### config.mk
export PLATFORM = sky130hd
export DESIGN_NAME = rgen_response_mux_wait
export DESIGN_NICKNAME = d
export VERILOG_FILES = /design/src/rtl/rgen_pkg.sv /design/src/rtl/rgen_response_selector.sv /design/src/rtl/rgen_response_mux_wait.sv
export SDC_FILE = /design/constraint.sdc
export NUM_CORES = 1
export LEC_CHECK = 0
export CAP_MARGIN = 25
export CORE_MARGIN = 10
export CORE_UTILIZATION = 43
export DETAILED_ROUTE_END_ITERATION = 6
export MAX_ROUTING_LAYER = met4
export PLACE_DENSITY_LB_ADDON = 0.15
export SETUP_SLACK_MARGIN = 0.2
export SLEW_MARGIN = 20
export SYNTH_ARGS = -nofsm -noshare
export SYNTH_HDL_FRONTEND = slang
export SYNTH_SLANG_ARGS = --single-unit
### constraint.sdc
create_clock -name clk -period 3.1 [get_ports clk]
set_clock_uncertainty 0.05 [all_clocks]
set_input_delay 0.31 -clock clk [delete_from_list [all_inputs] [get_ports clk]]
set_output_delay 0.31 -clock clk [all_outputs]
set_load 0.02 [all_outputs]
### src/rtl/rgen_pkg.sv
// Shared status codes and response FSM encoding for the register-block response path.
package rgen_pkg;

    localparam logic [1:0] RGEN_STATUS_OKAY   = 2'b00;
    localparam logic [1:0] RGEN_STATUS_SLVERR = 2'b01;

    typedef enum logic [1:0] {
        IDLE    = 2'd0,
        WAIT    = 2'd1,
        RESPOND = 2'd2
    } rgen_response_state_e;

endpackage

### src/rtl/rgen_response_selector.sv
// Combinational reduction of the per-register select/ready/error/data arrays into a
// single hit, ready, error and data view. Multiple selects are OR-combined.
module rgen_response_selector
    import rgen_pkg::*;
#(
    parameter int DATA_WIDTH      = 32,
    parameter int TOTAL_REGISTERS = 1
) (
    input  logic [TOTAL_REGISTERS-1:0] i_register_select,
    input  logic [TOTAL_REGISTERS-1:0] i_register_ready,
    input  logic [TOTAL_REGISTERS-1:0] i_register_error,
    input  logic [DATA_WIDTH-1:0]      i_register_read_data [TOTAL_REGISTERS],
    output logic                       o_hit,
    output logic                       o_sel_ready,
    output logic                       o_sel_error,
    output logic [DATA_WIDTH-1:0]      o_sel_data
);

    generate
        if (TOTAL_REGISTERS == 1) begin : g_single
            assign o_hit       = i_register_select[0];
            assign o_sel_ready = i_register_select[0] & i_register_ready[0];
            assign o_sel_error = i_register_select[0] & i_register_ready[0] & i_register_error[0];
            assign o_sel_data  = i_register_select[0] ? i_register_read_data[0] : '0;
        end else begin : g_multi
            logic [TOTAL_REGISTERS-1:0] w_sel_ready_vec;
            logic [TOTAL_REGISTERS-1:0] w_sel_error_vec;

            assign w_sel_ready_vec = i_register_select & i_register_ready;
            assign w_sel_error_vec = w_sel_ready_vec & i_register_error;
            assign o_hit           = |i_register_select;
            assign o_sel_ready     = |w_sel_ready_vec;
            assign o_sel_error     = |w_sel_error_vec;

            // OR together the read data of every selected register
            always_comb begin
                o_sel_data = '0;
                for (int j = 0; j < TOTAL_REGISTERS; j++) begin
                    if (i_register_select[j]) begin
                        o_sel_data = o_sel_data | i_register_read_data[j];
                    end
                end
            end
        end
    endgenerate

endmodule

### src/rtl/rgen_response_mux_wait.sv
// Register-block response multiplexer with wait-state support and optional timeout.
// Handshake: the host holds i_command_valid (and its select) stable from the cycle it
// is raised until the cycle o_response_ready pulses; a response is exactly one cycle
// of o_response_ready, and the host may issue a new command on the following cycle.
module rgen_response_mux_wait
    import rgen_pkg::*;
#(
    parameter int DATA_WIDTH      = 32,
    parameter int TOTAL_REGISTERS = 1,
    parameter int TIMEOUT_CYCLES  = 0
) (
    input  logic                       clk,
    input  logic                       rst_n,
    input  logic                       i_command_valid,
    output logic                       o_response_ready,
    output logic [DATA_WIDTH-1:0]      o_read_data,
    output logic [1:0]                 o_status,
    output logic                       o_timeout,
    input  logic [TOTAL_REGISTERS-1:0] i_register_select,
    input  logic [TOTAL_REGISTERS-1:0] i_register_ready,
    input  logic [TOTAL_REGISTERS-1:0] i_register_error,
    input  logic [DATA_WIDTH-1:0]      i_register_read_data [TOTAL_REGISTERS]
);

    // Wait counter is wide enough to hold TIMEOUT_CYCLES; kept at one bit when disabled.
    localparam bit              TIMEOUT_EN = (TIMEOUT_CYCLES > 0);
    localparam int              CNT_W      = TIMEOUT_EN ? $clog2(TIMEOUT_CYCLES + 1) : 1;
    localparam logic [CNT_W-1:0] CNT_LAST  = CNT_W'(TIMEOUT_EN ? TIMEOUT_CYCLES - 1 : 0);
    localparam logic [CNT_W-1:0] CNT_MAX   = '1;

    rgen_response_state_e  r_state;
    rgen_response_state_e  w_state_next;
    logic [CNT_W-1:0]      r_count;
    logic [CNT_W-1:0]      w_count_next;
    logic                  r_response_ready;
    logic                  w_response_ready_next;
    logic [1:0]            r_status;
    logic [1:0]            w_status_next;
    logic [DATA_WIDTH-1:0] r_read_data;
    logic [DATA_WIDTH-1:0] w_read_data_next;
    logic                  r_timeout;
    logic                  w_timeout_next;

    logic                  w_hit;
    logic                  w_sel_ready;
    logic                  w_sel_error;
    logic [DATA_WIDTH-1:0] w_sel_data;

    rgen_response_selector #(
        .DATA_WIDTH      (DATA_WIDTH),
        .TOTAL_REGISTERS (TOTAL_REGISTERS)
    ) u_selector (
        .i_register_select    (i_register_select),
        .i_register_ready     (i_register_ready),
        .i_register_error     (i_register_error),
        .i_register_read_data (i_register_read_data),
        .o_hit                (w_hit),
        .o_sel_ready          (w_sel_ready),
        .o_sel_error          (w_sel_error),
        .o_sel_data           (w_sel_data)
    );

    // Next state, wait counter and the response values loaded into the output flops
    always_comb begin
        w_state_next          = r_state;
        w_count_next          = r_count;
        w_response_ready_next = 1'b0;
        w_status_next         = RGEN_STATUS_OKAY;
        w_read_data_next      = '0;
        w_timeout_next        = 1'b0;
        case (r_state)
            IDLE: begin
                if (i_command_valid) begin
                    if (!w_hit) begin
                        // decode error: nothing selected
                        w_state_next          = RESPOND;
                        w_response_ready_next = 1'b1;
                        w_status_next         = RGEN_STATUS_SLVERR;
                    end else if (w_sel_ready) begin
                        w_state_next          = RESPOND;
                        w_response_ready_next = 1'b1;
                        w_status_next         = {1'b0, w_sel_error};
                        w_read_data_next      = w_sel_error ? '0 : w_sel_data;
                    end else begin
                        w_state_next = WAIT;
                        w_count_next = '0;
                    end
                end
            end
            WAIT: begin
                if (w_sel_ready) begin
                    // ready wins over a timeout landing in the same cycle
                    w_state_next          = RESPOND;
                    w_response_ready_next = 1'b1;
                    w_status_next         = {1'b0, w_sel_error};
                    w_read_data_next      = w_sel_error ? '0 : w_sel_data;
                end else if (TIMEOUT_EN && (r_count == CNT_LAST)) begin
                    w_state_next          = RESPOND;
                    w_response_ready_next = 1'b1;
                    w_status_next         = RGEN_STATUS_SLVERR;
                    w_timeout_next        = 1'b1;
                end else if (TIMEOUT_EN && (r_count != CNT_MAX)) begin
                    w_count_next = r_count + CNT_W'(1);
                end
            end
            RESPOND: begin
                w_state_next = IDLE;
            end
            default: begin
                w_state_next = IDLE;
            end
        endcase
    end

    // State, counter and registered response outputs; reset abandons any access
    always_ff @(posedge clk or negedge rst_n) begin
        if (!rst_n) begin
            r_state          <= IDLE;
            r_count          <= '0;
            r_response_ready <= 1'b0;
            r_status         <= RGEN_STATUS_OKAY;
            r_read_data      <= '0;
            r_timeout        <= 1'b0;
        end else begin
            r_state          <= w_state_next;
            r_count          <= w_count_next;
            r_response_ready <= w_response_ready_next;
            r_status         <= w_status_next;
            r_read_data      <= w_read_data_next;
            r_timeout        <= w_timeout_next;
        end
    end

    assign o_response_ready = r_response_ready;
    assign o_status         = r_status;
    assign o_read_data      = r_read_data;
    assign o_timeout        = r_timeout;

endmodule

# --- After elaboration in Yosys (flattened, before gate mapping) ---
# Cells that the tools add are included.
totals:
  regBits: 37
  input_bits: 38
  out_inout_bits: 36
  elab_cells: 30
op_classes:
  eq_ne: 3
  mux: 19
  bitwise: 2
  reduce_logical: 2
op_table:
  columns: ["op", "n"]
  rows:
  - ["2-to-1 mux 32 bit", 5]
  - ["case mux 32 bit (2 select lines)", 1]
  - ["2-to-1 mux 2 bit", 4]
  - ["2-to-1 mux 1 bit", 6]
  - ["case mux 1 bit (2 select lines)", 2]
  - ["case mux 2 bit (2 select lines)", 1]
  - ["bitwise AND 1 bit", 2]
  - ["== test 2 x 1 -> 1 bit (second input constant)", 1]
  - ["zero test 2 bit", 1]
  - ["inequality test 2 x 1 -> 1 bit (second input constant)", 1]
  - ["inequality test 2 bit (second input constant)", 1]
  - ["AND reduction 2 bit", 1]

# --- Logic depth before layout (Yosys ltp) ---
# Gate-level depths: netlist of run 1.
depth:
  word_depth: 7
  depth_mapped: 3
  ltp_nobuf: 2

# --- By module ---
# From an unflattened synthesis of run 1, not the netlist that was laid out.
hier_totals:
  hier_cells: 164
  hier_area_um2: 1930.6
modules_own_cells:
  columns: ["module", "n_inst", "cells_per_inst", "area_per_inst_um2", "seq_area_each_um2"]
  rows:
  - ["rgen_response_mux_wait", 1, 126, 1652.8, 900.9]
  - ["rgen_response_selector", 1, 38, 277.8, 0.0]

# --- Worst setup path after synthesis of run 1 ---
# OpenSTA, ideal clock, no wires.
synth_path:
  path_type: "reg-to-reg"
  start: "reg r_state[0]"
  end: "reg r_read_data[0], in the netlist o_read_data[0]"
  setup_ps: 118
  arrival_ps: 863
  required_time_ps: 2932
  setup_slack_ps: 2068
  stages_incl_launch_ff: 4
  n_path_buf: 1
  synth_period_minus_slack_ps: 1032
  path_cell_list: "dfrtp_1 o21bai_4 buf_6 nor3_2"
synth_between:
  elab_chain_cells: 2
  elab_cells_between_ends: 3
  classes_between: "1 x eq/ne; 1 x mux; 1 x reduce/logical"
synth_lines:
  columns: ["element", "line_no", "source"]
  rows:
  - ["from (decl)", "rgen_response_mux_wait.sv:31", "rgen_response_state_e r_state;"]
  - ["from (signal assigned)", "rgen_response_mux_wait.sv:125", "r_state <= w_state_next;"]
  - ["== test 2 x 1 -> 1 bit or zero test 2 bit (tied branches)", null, null]
  - ["case mux 32 bit (2 select lines) *", "rgen_response_mux_wait.sv:71", "case (r_state)"]
  - ["via w_read_data_next[0]", "rgen_response_mux_wait.sv:40", "logic [DATA_WIDTH-1:0] w_read_data_next;"]
  - ["to (signal assigned)", "rgen_response_mux_wait.sv:129", "r_read_data <= w_read_data_next;"]
  - ["to (decl)", "rgen_response_mux_wait.sv:39", "logic [DATA_WIDTH-1:0] r_read_data;"]
# The timed path passes the listed nets; every way through them passes the cells marked *.
# A chain may end at the register's enable or synchronous reset.

# --- Worst setup path in the final report of run 1 ---
layout_path:
  start: "in i_command_valid"
  end: "reg r_read_data[16], in the netlist o_read_data[16]"
layout_between:
  elab_chain_cells: 2
layout_lines:
  columns: ["element", "line_no", "source"]
  rows:
  - ["from (decl)", "rgen_response_mux_wait.sv:14", "input logic i_command_valid,"]
  - ["2-to-1 mux 32 bit", "rgen_response_mux_wait.sv:73", "if (i_command_valid) begin"]
  - ["case mux 32 bit (2 select lines)", "rgen_response_mux_wait.sv:71", null]
  - ["via w_read_data_next[16]", "rgen_response_mux_wait.sv:40", null]
# The timed path passes the listed nets, and every way through them passes these cells.

==> impl_metrics.py, run 1 <==
metrics = {
    "run_status": {
        "status": "complete, but fails checks",
        "violations": "hold timing",
    },
    "cells_and_area": {
        "final_area_um2": 2250,
        "final_cells": 238,
        "area_growth_pct": 50.0,
        "final_common_cell": "clkdlybuf4s50_1",
        "drive_above_1_share": 0.208,
        "fillers": 295,
        "antenna-diode-count": 0,
        "nNetsFinal": 229,
        "multi_input_area_um2": 403,
        "layout_common_cells": "70 x clkdlybuf4s50_1, 36 x dfrtp_1, 32 x inv_1, 30 x nor3_2, 5 x clkbuf_4",
        "regArea_um2": 901,
    },
    "timing": {
        "fin_crit_ns": 1.69,
        "max_freq_ghz": 0.591,
        "hold_viol_final": 10,
        "setup_viol": 0,
        "max-slew-margin-rel": 0.487,
        "rsz0062_at_grt": "no",
        "setup_slack_ns": 1.41,
        "whs_ns": -0.00587,
        "setup_tns_ns": 0,
        "worst_pin_slew_ns": 0.770,
        "maxSlewViolCount": 0,
        "period_share": 0.546,
    },
    "critical_path": {
        "cp-end-kind": "register",
        "path_cells": "clkdlybuf4s50_1 > o21bai_4 > buf_4 > nor3_2",
        "cp_slowest_cell": "o21bai_4",
        "critical_path_class": "input port to register",
        "cp-start-kind": "input port",
        "critPathMaxStageDelay_ns": 0.61,
        "cp.arrival_ns": 1.84,
        "crit_buf_inv": 2,
        "cp_max_fo": 23,
        "critPathRequiredTime_ns": 3.25,
        "critPathTopFamily": "buffers and inverters",
    },
    "pwr": {
        "cellInternalPower_uw": 683,
        "p_comb_frac": 0.199,
        "p_seq_frac": 0.528,
        "powerDensity_nw_per_um2": 414,
        "p_sw_uw": 251,
        "p_sw_frac": 0.269,
        "clkPwrFrac": 0.273,
        "power.leakage_nw": 1.06,
        "ir_drop_mv": 0.229,
    },
    "clocking": {
        "post_cts_resized": 0,
        "h-tree-depth": 2,
        "cts_buffers": 5,
        "holdBufCountCts": 0,
        "clock_path_buffers": 2,
        "post_cts_buffers": 0,
        "clk_pin_slew_ns": 0.10,
        "cts.root.buffer_cell": "clkbuf_4",
        "cts_tree": "done",
        "clk_latency_ns": 0.32,
        "cts.sinks": 36,
    },
    "placed_design": {
        "dp.cells": 230,
        "dp_hpwl_um": 2660,
        "gp_congestion": 0.622,
        "io_buffers": 71,
        "dp_slack_ns": 1.05,
        "post_dp_cell_area_um2": 2190,
    },
    "synthesis": {
        "yosysUniqueCellTypes": 13,
        "yosysWarnings": 0,
        "ys_seq_area_frac": 0.600,
        "syn_area_um2": 1500,
        "syn_area_per_cell_um2": 12.6,
        "synth_top_area_share": 0.600,
        "synth-seq-cells": 36,
        "synth_area_leader_cell": "dfrtp_1",
        "yosys-top-cells-area": "dfrtp_1 60%, nor3_2 20%, inv_1 8.0%",
        "synth_cells": 119,
    },
    "job": {
        "maxCapViolCount": 0,
    },
    "detailed_routing": {
        "ant_nets": 0,
        "vias": 1036,
        "drcViolationCount": 0,
        "wl_um": 3460,
        "post_drt_via_cell_ratio": 4.35,
        "drtIter0Drc": 45,
        "wl_per_cell_um": 14.5,
        "firstDrtPassIters": 4,
    },
    "global_route": {
        "grt_max_degree": 37,
        "gr-total-overflow": 0,
        "grt_pass1_wl_um": 5600,
        "antenna_found_initial": 0,
        "grt_pass1_vias": 1128,
        "grtUsageTotal": 0.118,
    },
    "floorplanning": {
        "io_pins": 74,
        "design.die.area_um2": 6260,
        "num_rows": 21,
        "start_util": 0.447,
        "die_h_um": 79.1,
        "design.core.area_um2": 3360,
        "die_x_um": 79.1,
    },
    "hold_path": {
        "hold_path_class": "input port to asynchronous set/reset pin",
    },
}
layer usage:
metal | vias up | track usage | part of all wire
li1 | 503 | - | -
met1 | 483 | 0.125 | 0.39
met2 | 45 | 0.181 | 0.50
met3 | 5 | 0.0721 | 0.10
met4 | 0 | 0.0376 | 0.012
met5 | - | - | 0
worst register-to-register path, delay by kind of cell (launching register included):
family	cells	cell delay, ns
compound gates	1	0.62
flops	1	0.43
buf+inv	1	0.38
simple gates	1	0.08
cell families after synthesis:
kind of cell	Yosys count	share of synthesized area
buffers and inverters	40	0.135
AND/OR/NAND/NOR	38	0.237
flip-flops	36	0.599
AO/OA/AOI/OAI	4	0.0258
other	1	0.00250
power groups by stage:
| stage | sequential (mW) | clock (mW) | combinational, mW |
|---|---|---|---|
| 5_1_grt | 0.496 | 0.288 | 0.202 |
| 3_3_place_gp | 0.502 | 0 | 0.185 |
| 2_1_floorplan | 0.520 | 0 | 0.0893 |
| 6_report | 0.493 | 0.255 | 0.186 |
| 3_5_place_dp | 0.503 | 0 | 0.188 |
| 4_1_cts | 0.494 | 0.263 | 0.189 |
through the flow:
stage / util / hold slack (ns) / total power, mW
final: 0.670 / -0.00587 / 0.934
after global routing: 0.670 / 0.0389 / 0.985
after CTS: 0.670 / 0.0141 / 0.946
after detailed placement: 0.653 / 0.384 / 0.691
after global placement: 0.653 / 0.361 / 0.687
after floorplan: - / -0.0356 / 0.609
layout make-up:
class	count	share of cell area
clock buffer	8	0.0261
inverter	32	0.0533
multi-input combinational	44	0.179
sequential	36	0.400
tap	46	0.0255
timing repair buffer	72	0.316
cells in the mapped netlist:
master and n:
dfrtp_1 36, inv_1 32, nor3_2 30, buf_6 6, nor3_1 4, a211oi_1 2, buf_4 2, nor2b_1 2
a21oi_1 1, conb_1 1, nand2_1 1, nand3b_4 1, o21bai_4 1
state kept, by name (all words and copies together), names as in the netlist:
name	flops
o_status	1
o_response_ready	1
o_read_data	32
r_state	2
worst paths after layout:
check,startpoint,to,slack [ns],cells past startpoint
min in group clk,r_state[1],r_state[0],0.39,1
worst max-delay path,i_command_valid,o_read_data[16],1.41,4
worst min register to register,r_state[1],r_state[0],0.39,1
worst max register to register,r_state[0],o_read_data[16],1.41,3
worst min-delay path,rst_n,o_read_data[3],-0.006,1
max in group asynchronous,rst_n,o_read_data[11],2.52,1
No activity file was read; power rests on OpenSTA's default activity.
==> run 2: changes to the inputs <==
--- a/config.mk
+++ b/config.mk
@@ -7,7 +7,7 @@
 export LEC_CHECK = 0
 export CAP_MARGIN = 25
 export CORE_MARGIN = 10
-export CORE_UTILIZATION = 43
+export CORE_UTILIZATION = 36
 export DETAILED_ROUTE_END_ITERATION = 6
 export MAX_ROUTING_LAYER = met4
 export PLACE_DENSITY_LB_ADDON = 0.15
==> constraint.sdc (replaced) <==
create_clock -name clk -period 1.5 [get_ports clk]
set_clock_uncertainty 0.05 [all_clocks]
set_input_delay 0.15 -clock clk [delete_from_list [all_inputs] [get_ports clk]]
set_output_delay 0.15 -clock clk [all_outputs]
set_load 0.02 [all_outputs]
==> run 2 against run 1 <==
- the run now ends clean
- clock-buffer cell count is the same
- cell count grew 4.2%
- global-route usage shrank 0.62 points
- largest cell class unchanged
- largest power group unchanged
==> impl_metrics.py, run 2 (synthesis gave the netlist of run 1 again) <==
metrics = {
    "cells_and_area": {
        "antenna-diode-count": 0,
        "final_cells": 248,
        "layout_common_cells": "36 x clkdlybuf4s50_1, 36 x dfrtp_1, 34 x dlygate4sd2_1, 32 x inv_1, 30 x nor3_2",
        "nNetsFinal": 235,
        "largest_reg_flops": 32,
        "final_area_um2": 2330,
        "fin_util": 0.579,
        "area_growth_pct": 55.2,
        "drive_above_1_share": 0.227,
    },
    "critical_path": {
        "cp-start-kind": "register",
        "path_cells": "dlygate4sd2_1",
        "crit_buf_inv": 1,
        "cp.arrival_ns": 0.98,
        "cp-end-kind": "output pin",
        "critPathTopFamily": "flip-flops",
        "critPathRequiredTime_ns": 1.30,
        "cp_slowest_cell": "dfrtp_1",
        "critPathMaxStageDelay_ns": 0.38,
        "cp_max_fo": 1,
        "critical_path_class": "register to output pin",
    },
    "global_route": {
        "grtUsageTotal": 0.112,
        "antenna_found_initial": 0,
        "grt_pass1_vias": 1199,
        "grt_pass1_wl_um": 6200,
        "grt_max_degree": 23,
        "gr-total-overflow": 0,
    },
    "timing": {
        "setup_slack_ns": 0.316,
        "hold_viol_final": 0,
        "maxSlewViolCount": 0,
        "setup_tns_ns": 0,
        "rsz0062_at_grt": "no",
        "fin_crit_ns": 1.18,
        "period_share": 0.789,
        "setup_viol": 0,
        "whs_ns": 0.273,
        "max_freq_ghz": 0.845,
    },
    "placed_design": {
        "gp_congestion": 0.771,
        "dp_hpwl_um": 2940,
        "dp_slack_ns": 0.152,
        "io_buffers": 71,
        "dp.cells": 239,
        "post_dp_cell_area_um2": 2270,
    },
    "clocking": {
        "cts_buffers": 5,
        "cts.root.buffer_cell": "clkbuf_8",
        "cts_tree": "done",
        "h-tree-depth": 2,
        "clock_path_buffers": 2,
        "clk_pin_slew_ns": 0.07,
        "clk_latency_ns": 0.28,
        "cts.sinks": 36,
    },
    "floorplanning": {
        "design.die.area_um2": 7160,
        "io_pins": 74,
        "die_h_um": 84.6,
        "die_x_um": 84.6,
        "design.core.area_um2": 4030,
        "start_util": 0.373,
        "num_rows": 23,
    },
    "pwr": {
        "report.power.total_mw": 2.13,
        "ir_drop_mv": 0.534,
        "power.leakage_nw": 1.27,
        "powerDensity_nw_per_um2": 912,
    },
    "detailed_routing": {
        "firstDrtPassIters": 3,
        "vias": 1036,
        "ant_nets": 0,
        "drtIter0Drc": 23,
        "drcViolationCount": 0,
        "post_drt_via_cell_ratio": 4.18,
        "wl_um": 3760,
        "wl_per_cell_um": 15.2,
    },
    "hold_path": {
        "hold_path_class": "input port to asynchronous set/reset pin",
    },
    "job": {
        "maxCapViolCount": 0,
    },
    "run_status": {
        "status": "completed",
    },
}
==> run 2: report_power, final <==
group          internal (mW)  total [mW]  switching (mW)
Combinational          0.195       0.417           0.222
Clock                  0.374       0.688           0.314
Sequential              1.01        1.02          0.0148
==> run 2: cell type report <==
class	instances	area, um^2
Clock buffer	8	90.1
Tap cell	50	62.6
Timing Repair Buffer	78	756
Fill cell	372	1700
Inverter	32	120
Sequential cell	36	901
Multi-Input combinational cell	44	403
==> run 2: what timing repair did <==
action / 4_1_cts / 5_1_grt
hold buffers: 1 / 0
setup buffers: 0 / 0
resized for setup: 34 / 0
setup endpoints to repair: 34 / 0
hold endpoints to repair: 16 / 0
==> run 2: routing by layer <==
layer  track usage  wire length [um]
met1         0.128              1570
met2         0.173              1920
met3        0.0512               261
met4        0.0314                14
met5             -                 0
==> run 2: path summary, 6_finish.rpt <==
kind / from / cells after the start / end / slack [ns]
worst min-delay path: rst_n / 2 / o_read_data[9] / 0.27
max in group asynchronous: rst_n / 3 / o_read_data[0] / 0.52
worst max register to register: r_state[1] / 3 / o_read_data[18] / 0.33
worst min register to register: r_state[1] / 1 / r_state[0] / 0.40
min in group clk: i_register_read_data[21] / 3 / o_read_data[21] / 0.34
worst max-delay path: o_read_data[6] / 1 / o_read_data[6] / 0.32
